`config.mk`:
```
export PLATFORM = sky130hd
export DESIGN_NAME = trigger_sequencer
export DESIGN_NICKNAME = d
export VERILOG_FILES = /design/src/rtl/trigger_sequencer.sv
export SDC_FILE = /design/constraint.sdc
export NUM_CORES = 1
export LEC_CHECK = 0
export CORE_MARGIN = 5
export CORE_UTILIZATION = 55
export CTS_CLUSTER_SIZE = 14
export DETAILED_ROUTE_END_ITERATION = 8
export PLACE_DENSITY = 0.81
export SLEW_MARGIN = 20
export SYNTH_ARGS = -nofsm -noshare
export SYNTH_HDL_FRONTEND = slang
export SYNTH_SLANG_ARGS = --single-unit
```
`constraint.sdc`:
```
create_clock -name clk -period 2.7 [get_ports clk]
set_input_delay 0.405 -clock clk [delete_from_list [all_inputs] [get_ports clk]]
set_output_delay 0.405 -clock clk [all_outputs]
set_load 0.02 [all_outputs]
```
`src/rtl/trigger_sequencer.sv`:
```
// Trigger sequencer: waits for an armed trigger, applies a tick-counted delay, then emits
// a burst of trig_out pulses with programmable width, period and count.
module trigger_sequencer #(
    parameter int TW = 16,
    parameter int CW = 8
) (
    input  logic          clk,
    input  logic          rst_n,
    input  logic          time_bit,
    input  logic          ext_trig,
    input  logic          sw_trig,
    input  logic          arm,
    input  logic          abort,
    input  logic          mode_cont,
    input  logic [TW-1:0] cfg_delay,
    input  logic [TW-1:0] cfg_width,
    input  logic [TW-1:0] cfg_period,
    input  logic [CW-1:0] cfg_count,
    output logic          trig_out,
    output logic          busy,
    output logic          armed,
    output logic          done,
    output logic [CW-1:0] pulse_cnt
);

    localparam logic [2:0] ST_IDLE  = 3'd0;
    localparam logic [2:0] ST_ARMED = 3'd1;
    localparam logic [2:0] ST_DELAY = 3'd2;
    localparam logic [2:0] ST_PULSE = 3'd3;
    localparam logic [2:0] ST_GAP   = 3'd4;
    localparam logic [2:0] ST_END   = 3'd5;

    localparam logic [TW-1:0] TIMER_ZERO = {TW{1'b0}};
    localparam logic [TW-1:0] TIMER_ONE  = {{(TW-1){1'b0}}, 1'b1};
    localparam logic [CW-1:0] CNT_ZERO   = {CW{1'b0}};
    localparam logic [CW-1:0] CNT_ONE    = {{(CW-1){1'b0}}, 1'b1};

    function automatic logic [TW-1:0] pulse_ticks(input logic [TW-1:0] width);
        if (width == TIMER_ZERO) begin
            pulse_ticks = TIMER_ONE;
        end else begin
            pulse_ticks = width;
        end
    endfunction

    function automatic logic [TW-1:0] gap_ticks(input logic [TW-1:0] period,
                                                 input logic [TW-1:0] width);
        if (period > width) begin
            gap_ticks = period - width;
        end else begin
            gap_ticks = TIMER_ONE;
        end
    endfunction

    logic          time_bit_q_r, arm_q_r;
    logic          ext_sync1_r, ext_sync2_r, ext_q_r;
    logic          tick_s, arm_rise_s, ext_edge_s, fire_s;
    logic [2:0]    state_r, state_nxt_s;
    logic [TW-1:0] timer_r, timer_nxt_s;
    logic [TW-1:0] width_r, width_nxt_s, period_r, period_nxt_s;
    logic [CW-1:0] count_r, count_nxt_s, pulse_cnt_r, pulse_cnt_nxt_s;

    // Input conditioning: tick and arm edge detectors, two-flop synchronizer for the external pin
    always_ff @(posedge clk or negedge rst_n) begin
        if (!rst_n) begin
            time_bit_q_r <= 1'b0;
            arm_q_r      <= 1'b0;
            ext_sync1_r  <= 1'b0;
            ext_sync2_r  <= 1'b0;
            ext_q_r      <= 1'b0;
        end else begin
            time_bit_q_r <= time_bit;
            arm_q_r      <= arm;
            ext_sync1_r  <= ext_trig;
            ext_sync2_r  <= ext_sync1_r;
            ext_q_r      <= ext_sync2_r;
        end
    end

    assign tick_s     = time_bit & ~time_bit_q_r;
    assign arm_rise_s = arm & ~arm_q_r;
    assign ext_edge_s = ext_sync2_r & ~ext_q_r;
    assign fire_s     = ext_edge_s | sw_trig;

    // Next-state, timer and burst-counter logic; abort has priority over everything
    always_comb begin
        state_nxt_s     = state_r;
        timer_nxt_s     = timer_r;
        pulse_cnt_nxt_s = pulse_cnt_r;
        width_nxt_s     = width_r;
        period_nxt_s    = period_r;
        count_nxt_s     = count_r;
        if (abort) begin
            state_nxt_s = ST_IDLE;
            timer_nxt_s = TIMER_ZERO;
        end else begin
            case (state_r)
                ST_IDLE: begin
                    if (arm_rise_s) begin
                        state_nxt_s = ST_ARMED;
                    end else begin
                        state_nxt_s = ST_IDLE;
                    end
                end
                ST_ARMED: begin
                    if (fire_s) begin
                        state_nxt_s     = ST_DELAY;
                        timer_nxt_s     = cfg_delay;
                        pulse_cnt_nxt_s = CNT_ZERO;
                        width_nxt_s     = cfg_width;
                        period_nxt_s    = cfg_period;
                        count_nxt_s     = cfg_count;
                    end else begin
                        state_nxt_s = ST_ARMED;
                    end
                end
                ST_DELAY: begin
                    if (timer_r == TIMER_ZERO) begin
                        state_nxt_s = ST_PULSE;
                        timer_nxt_s = pulse_ticks(width_r);
                    end else if (tick_s) begin
                        timer_nxt_s = timer_r - TIMER_ONE;
                    end else begin
                        timer_nxt_s = timer_r;
                    end
                end
                ST_PULSE: begin
                    // A timer already at zero is treated as expired so the FSM can never stall here
                    if (tick_s && (timer_r <= TIMER_ONE)) begin
                        pulse_cnt_nxt_s = pulse_cnt_r + CNT_ONE;
                        if ((count_r != CNT_ZERO) && (pulse_cnt_nxt_s == count_r)) begin
                            state_nxt_s = ST_END;
                            timer_nxt_s = TIMER_ZERO;
                        end else begin
                            state_nxt_s = ST_GAP;
                            timer_nxt_s = gap_ticks(period_r, width_r);
                        end
                    end else if (tick_s) begin
                        timer_nxt_s = timer_r - TIMER_ONE;
                    end else begin
                        timer_nxt_s = timer_r;
                    end
                end
                ST_GAP: begin
                    if (tick_s && (timer_r <= TIMER_ONE)) begin
                        state_nxt_s = ST_PULSE;
                        timer_nxt_s = pulse_ticks(width_r);
                    end else if (tick_s) begin
                        timer_nxt_s = timer_r - TIMER_ONE;
                    end else begin
                        timer_nxt_s = timer_r;
                    end
                end
                ST_END: begin
                    if (mode_cont) begin
                        state_nxt_s = ST_ARMED;
                    end else begin
                        state_nxt_s = ST_IDLE;
                    end
                end
                default: begin
                    state_nxt_s = ST_IDLE;
                    timer_nxt_s = TIMER_ZERO;
                end
            endcase
        end
    end

    // FSM state, timer, configuration snapshot and pulse counter registers
    always_ff @(posedge clk or negedge rst_n) begin
        if (!rst_n) begin
            state_r     <= ST_IDLE;
            timer_r     <= TIMER_ZERO;
            width_r     <= TIMER_ZERO;
            period_r    <= TIMER_ZERO;
            count_r     <= CNT_ZERO;
            pulse_cnt_r <= CNT_ZERO;
        end else begin
            state_r     <= state_nxt_s;
            timer_r     <= timer_nxt_s;
            width_r     <= width_nxt_s;
            period_r    <= period_nxt_s;
            count_r     <= count_nxt_s;
            pulse_cnt_r <= pulse_cnt_nxt_s;
        end
    end

    // Status outputs decoded from the next state so they are registered and aligned with state_r
    always_ff @(posedge clk or negedge rst_n) begin
        if (!rst_n) begin
            trig_out <= 1'b0;
            busy     <= 1'b0;
            armed    <= 1'b0;
            done     <= 1'b0;
        end else begin
            trig_out <= (state_nxt_s == ST_PULSE);
            busy     <= (state_nxt_s == ST_DELAY) || (state_nxt_s == ST_PULSE) ||
                        (state_nxt_s == ST_GAP);
            armed    <= (state_nxt_s == ST_ARMED);
            done     <= (state_nxt_s == ST_END);
        end
    end

    assign pulse_cnt = pulse_cnt_r;

endmodule

```
==> results of run 1 <==
[through the flow]
stage | worst slack [ns] | instances | total power (W) | area [um2]
2_1_floorplan | 0.423 | 569 | 0.00408 | 5190
3_3_place_gp | 0.120 | 786 | 0.00507 | 6300
3_5_place_dp | 0.0411 | 786 | 0.00523 | 6300
4_1_cts | 0.0382 | 802 | 0.00618 | 6510
5_1_grt | 0.0272 | 804 | 0.00677 | 6570
6_report | 0.151 | 804 | 0.00635 | 6570
[state kept, by name, summed over array words and instances (netlist names), 3 cells and up]
register   flops
state_r        3
count_r        8
pulse_cnt      8
width_r       16
period_r      16
timer_r       16
[kinds of logic after synthesis]
kind of cell,synth area share (%)
AOI/OAI and AO/OA,23.0
xor gates and xnor gates,3.38
adders and majority gates,5.21
buffers and inverters,4.05
DFF,36.6
muxes,9.28
and+or+nand+nor,18.4
[layer usage]
layer  up-vias  GRT usage (%)
met1      2409           37.5
li1       2335              -
met3        29           4.64
met2       217           40.6
met5         -              0
met4         0           9.32
[final cells by class]
type / count / share of cell area, %
Inverter: 27 / 1.54
Timing Repair Buffer: 117 / 16.7
Sequential cell: 76 / 29.0
Multi-Input combinational cell: 439 / 47.2
Clock buffer: 12 / 2.36
Tap cell: 129 / 2.46
Clock inverter: 4 / 0.724
[power groups by stage]
stage               registers, W  logic (W)  clock network, W
finish                   0.00174    0.00369          0.000919
global route             0.00179    0.00398          0.000994
CTS                      0.00174    0.00350          0.000939
detailed placement       0.00176    0.00347                 0
global placement         0.00173    0.00334                 0
floorplan                0.00170    0.00238                 0
[cell usage in the layout, fill, tap and decap left out, types with 4 or more instances in the layout]
cell and n:
a211oi_1 5, a21o_1 6, a21oi_1 52, a22o_1 4, a22oi_1 11, and2_1 5
and3_1 4, buf_4 40, clkbuf_8 11, clkdlybuf4s50_1 74, dfrtp_1 76, ha_1 20
inv_1 27, mux2_2 41, nand2_1 36, nand2b_1 8, nand3_1 13, nand3b_1 4
nand4_1 5, nor2_1 34, nor2b_1 10, nor3_1 18, nor3b_1 4, nor4_1 8
o2111ai_1 4, o211ai_1 6, o21ai_0 32, o21ai_1 11, o31ai_1 10, or3_1 5
or3b_2 4, xnor2_1 12, xor2_1 8
[worst register-to-register path: cells and delay by family, from the launching register on]
family	cells	cell delay, ns
DFF	1	0.39
xor gates and xnor gates	1	0.22
buffers and inverters	2	0.12
and+or+nand+nor	2	0.41
AOI/OAI and AO/OA	4	0.75
adders and majority gates	2	0.55
[repair_timing]
| action | 4_1_cts | 5_1_grt |
|---|---|---|
| hold buffers | 0 | 1 |
| setup endpoints to repair | 0 | 3 |
| endpoints found under the hold margin | 0 | 21 |
| resized for setup | 0 | 5 |
[path summary, 6_finish.rpt]
path | startpoint | endpoint | slack [ns] | depth (start not counted)
setup / recovery | period_r[0] | timer_r[14] | 0.15 | 11
hold / removal | ext_sync1_r | ext_sync2_r | 0.38 | 0
setup reg to reg | period_r[0] | timer_r[14] | 0.15 | 11
hold reg to reg | ext_sync1_r | ext_sync2_r | 0.38 | 0
max in group asynchronous | rst_n | timer_r[6] | 1.63 | 3
min in group asynchronous | rst_n | state_r[1] | 0.48 | 2
==> reports/qor.yml, run 1 <==
status:
  status: "finished clean"
yosys:
  synthDistinctLibCells: 69
  synthArstFlopShare_pct: 100
  yosys.area.top_type: "dfrtp_1"
  synth_flop_cell: "dfrtp_1"
  synthCells: 569
  ys_seq_elements: 76
  synth_edf_count: 0
  synth.avg_cell_area_um2: 9.12
  syn_nets: 654
  synth_warnings: 0
  synthTopCellsByCount: "dfrtp_1, a21oi_1, mux2_2"
  seq_area_frac_synth_pct: 36.6
  synthTopCellsByArea: "dfrtp_1, mux2_2, a21oi_1, ha_1, o21ai_0"
  yosysTopAreaCellShare_pct: 36.6
  yosysMostFrequentCell: "dfrtp_1"
  netlist_area_um2: 5190
global_route:
  grt_pass1_wl_um: 24000
  antenna_found_initial: 0
  grt_pass1_vias: 4851
  overflow: 0
  grt_max_degree: 77
  grt_use_total_pct: 26.4
timing:
  slew_viol_final: 0
  whs_ns: 0.378
  fin_crit_ns: 2.55
  max_freq_mhz: 392
  slew_headroom_pct: 65.0
  finalHoldViolCount: 0
  rsz0062_at_grt: "no"
  finalClockSkew_ns: 0.0198
  fin_crit_sh_pct: 94.4
  fin_tns_setup_ns: 0
  setup_viol: 0
  worst_slew_pin_slew_ns: 0.519
floorplan:
  core-area_um2: 9240
  initial_utilization_pct: 56.2
  rows: 35
  die-height_um: 107
  ioPinCount: 76
  die_area_um2: 11500
  fp.dieW_um: 107
clock_tree:
  htreeDepth: 3
  cts_root_buf: "clkbuf_8"
  cts_buffer_depth: 2
  cts_tree: "yes"
  clkLatencyLatePin_ns: 0.36
  clk_pin_slew_ns: 0.08
  postCtsSetupBuffers: 0
  cts_buffers: 9
  cts.sinks: 76
critical_path:
  path_class: "reg2reg"
  path_buf_inv: 2
  max_stage_delay_ns: 0.39
  path_delay_family: "compound AO/OA/AOI/OAI gates"
  critical_path_arrival_ns: 2.78
  critical_path.cell_chain: "inv_1 -> ha_1 -> inv_1 -> fa_1 -> nand3_1 -> a21oi_1 -> nor3_1 -> o21ai_1 -> a311oi_2 -> xor2_1 -> o21ai_1"
  cp_max_fo: 3
  critPathLaunchType: "flop"
  worst_setup_path_end_kind: "flop"
  cp.required_ns: 2.93
  cp_slowest_cell: "dfrtp_1"
cells_and_area:
  multi_input_area_um2: 3100
  layout-drive-gt1-share_pct: 17.6
  area_delta_synth_final_pct: 26.5
  utilization_pct: 71.1
  register_area_um2: 1900
  fill_cells: 711
  diodes: 0
  finalNetCount: 755
pwr:
  ir_worst_vdd_v: 0.000661
  combPwrFrac_pct: 58.1
  seq_power_share_pct: 27.5
  leakage_nw: 2.81
  p_per_area_nw_per_um2: 967
  switching_share_pct: 43.2
  p_sw_w: 0.00274
  pwr-share-clk_pct: 14.5
  p_int_w: 0.00361
drt:
  routed_wirelength_um: 14700
  wl_met1_um: 6540
  drt_pass1_iterations: 5
  antenna_left: 0
  dr_wl_met2_um: 6790
  avgRoutedWirePerCell_um: 18.3
  route.met3.wl_um: 998
  num_vias: 4990
  top_layer: "met4"
  via_per_inst: 6.21
  drt_iter0_markers: 321
  drc: 0
placement:
  dp_hpwl_um: 10900
  numPortBuffers: 75
  routabilityCongestion: 0.922
min_path:
  min_path_type: "reg2reg"
run:
  maxCapViolations: 0
(Power assumes the default switching activity.)
==> run 2: changes to the inputs <==
--- a/config.mk
+++ b/config.mk
@@ -5,6 +5,7 @@
 export SDC_FILE = /design/constraint.sdc
 export NUM_CORES = 1
 export LEC_CHECK = 0
+export ABC_AREA = 0
 export CORE_MARGIN = 5
 export CORE_UTILIZATION = 55
 export CTS_CLUSTER_SIZE = 14
==> results of run 2 <==
Final layout, timing and power as in run 1 (identical DEF).
==> run 3: changes to the inputs <==
--- a/config.mk
+++ b/config.mk
@@ -6,7 +6,7 @@
 export NUM_CORES = 1
 export LEC_CHECK = 0
 export ABC_AREA = 0
-export CORE_MARGIN = 5
+export CORE_MARGIN = 2
 export CORE_UTILIZATION = 55
 export CTS_CLUSTER_SIZE = 14
 export DETAILED_ROUTE_END_ITERATION = 8
==> run 3 against run 2 <==
Net effect:
- clock-buffer cell count shrank 2
- setup slack gained 0.0044 ns
- clock power shrank 4.8%
- utilization shrank 0.056 points
- critical path depth shrank 1
- register-to-register slack is essentially flat
- die area shrank 11%
- first-iteration DRC count grew 5.0%
- largest power group unchanged
- via count shrank 0.10%
- clock skew shrank 0.0037 ns
- global-route usage grew 3.6 points
- maximum frequency grew 0.17%
==> reports/qor.yml, run 3 (same netlist as run 1, synthesis figures left out) <==
status:
  status: "finished clean"  # unchanged
floorplan:
  die-height_um: 101  # was 107 um
  initial_utilization_pct: 56.4  # was 56.2%
  ioPinCount: 76  # unchanged
  core-area_um2: 9200  # was 9240 um2
  rows: 35  # unchanged
  die_area_um2: 10200  # was 11500 um2
  fp.dieW_um: 101  # was 107 um
pwr:
  ir_worst_vdd_v: 0.000643  # was 0.000661 V
  leakage_nw: 2.82  # was 2.81 nW
  p_per_area_nw_per_um2: 955  # was 967 nW/um2
clock_tree:
  htreeDepth: 3  # unchanged
  cts_buffers: 9  # unchanged
  cts_root_buf: "clkbuf_8"  # unchanged
  cts_tree: "yes"  # unchanged
  cts_buffer_depth: 2  # unchanged
  clkLatencyLatePin_ns: 0.36  # about the same
  postCtsSetupBuffers: 0  # unchanged
  cts_resized: 0  # unchanged
  cts.sinks: 76  # unchanged
  clk_pin_slew_ns: 0.08  # about the same
  cts_hold_buf: 0  # unchanged
cells_and_area:
  fill_cells: 698  # was 711
  reg_top3: "period_r: 16 flops, timer_r: 16 flops, width_r: 16 flops"  # unchanged
  most-common-layout-cells: "dfrtp_1, clkdlybuf4s50_1, a21oi_1"  # unchanged
  final_common_cell: "dfrtp_1"  # unchanged
  area_delta_synth_final_pct: 25.8  # was 26.5%
  multi_input_area_um2: 3090  # was 3100 um2
  layout-drive-gt1-share_pct: 17.9  # was 17.6%
  finalNetCount: 758  # was 755
  final_cells: 788  # was 804
  diodes: 0  # unchanged
  register_area_um2: 1900  # unchanged
  final_area_um2: 6530  # was 6570 um2
timing:
  rsz0062_at_grt: "no"  # unchanged
  slew_viol_final: 0  # unchanged
  fin_tns_setup_ns: 0  # unchanged
  slew_headroom_pct: 35.8  # was 65.0%
  fin_crit_sh_pct: 94.2  # was 94.4%
  fin_crit_ns: 2.54  # was 2.55 ns
  whs_ns: 0.205  # was 0.378 ns
  setup_viol: 0  # unchanged
  finalClockSkew_ns: 0.0161  # was 0.0198 ns
  max_freq_mhz: 393  # was 392 MHz
  finalHoldViolCount: 0  # unchanged
  worst_slew_pin_slew_ns: 0.963  # was 0.519 ns
global_route:
  grt_max_degree: 77  # unchanged
  grt_pass1_vias: 4838  # was 4851
  grt_use_total_pct: 30.0  # was 26.4%
  antenna_found_initial: 0  # unchanged
  grt_pass1_wl_um: 24200  # was 24000 um
  overflow: 0  # unchanged
critical_path:
  critical_path.cell_chain: "inv_1 -> ha_1 -> nor2b_1 -> o31ai_1 -> a21oi_1 -> o21bai_1 -> a21oi_1 -> a311oi_1 -> buf_4 -> o211ai_1"  # was inv_1 -> ha_1 -> inv_1 -> fa_1 -> nand3_1 -> a21oi_1 -> nor3_1 -> o21ai_1 -> a311oi_2 -> xor2_1 -> o21ai_1
  critPathLaunchType: "flop"  # unchanged
  path_class: "reg2reg"  # unchanged
  cp_slowest_cell: "dfrtp_1"  # unchanged
  reg2reg_from: "width_r[1]"  # was period_r[0]
  critical_path_arrival_ns: 2.78  # about the same
  cp_max_fo: 3  # unchanged
  cp_common_cell: "a21oi_1"
  max_stage_delay_ns: 0.37  # was 0.39 ns
  crit_path_start: "width_r[1]"  # was period_r[0]
  worst_setup_path_end_kind: "flop"  # unchanged
  cp.required_ns: 2.93  # about the same
run:
  maxCapViolations: 0  # unchanged
drt:
  drc: 0  # unchanged
  via_per_inst: 6.33  # was 6.21
  avgRoutedWirePerCell_um: 18.8  # was 18.3 um
  antenna_left: 0  # unchanged
  routed_wirelength_um: 14800  # was 14700 um
  drt_iter0_markers: 337  # was 321
  drt_pass1_iterations: 5  # unchanged
  num_vias: 4985  # was 4990
placement:
  placed_cell_area_um2: 6330  # was 6300 um2
  place_inst: 773  # was 786
  routabilityCongestion: 0.918  # was 0.922
  numPortBuffers: 75  # unchanged
  dp_hpwl_um: 11100  # was 10900 um
min_path:
  min_path_type: "in2async"  # was reg2reg
[run 3: cell count changes in the layout (fill, tap and decap cells not counted), sizes merged]
cell | before | now
dlygate4sd3 | 1 | 0
clkbuf | 12 | 10
buf | 42 | 46
clkinv | 2 | 3
[run 3: power by group]
group	internal, W	switching, W	leakage, nW	total (W)
Combinational	0.00167	0.00195	1.75	0.00362
Clock	0.000443	0.000432	0.0979	0.000875
Sequential	0.00146	0.000285	0.973	0.00174
[run 3: layer usage]
layer,track usage [%],wire length [um]
met1,42.1,6480
met2,47.6,6900
met3,4.90,1060
met4,10.1,351
met5,0,0
[run 3: metrics by stage]
stage / power (W) / setup slack [ns] / util, %
floorplan: 0.00408 / 0.423 / -
global placement: 0.00510 / 0.125 / 68.8
detailed placement: 0.00527 / 0.0720 / 68.8
CTS: 0.00616 / 0.178 / 70.9
global route: 0.00665 / 0.0299 / 71.0
finish: 0.00624 / 0.156 / 71.0
[run 3: final cells by class]
type	count	share of cell area, %
Clock inverter	5	0.805
Multi-Input combinational cell	439	47.3
Clock buffer	10	2.11
Timing Repair Buffer	120	17.0
Tap cell	111	2.13
Sequential cell	76	29.1
Inverter	27	1.55
[run 3: final timing paths]
| path | slack, ns | end | cells past startpoint |
|---|---|---|---|
| min in group clk | 0.38 | ext_sync2_r | 0 |
| max in group asynchronous | 1.88 | timer_r[3] | 1 |
| min reg2reg | 0.38 | ext_sync2_r | 0 |
| min | 0.21 | count_r[2] | 1 |
| max reg2reg | 0.16 | timer_r[15] | 10 |
| max | 0.16 | timer_r[15] | 10 |
[run 3: critical path: cells and delay by family, from the launching register on]
kind / cells / cell delay, ns
flip-flops: 1 / 0.37
buffers and inverters: 2 / 0.26
AND/OR/NAND/NOR: 1 / 0.17
adder cells (fa/ha/maj): 1 / 0.31
AO/OA/AOI/OAI: 6 / 1.32
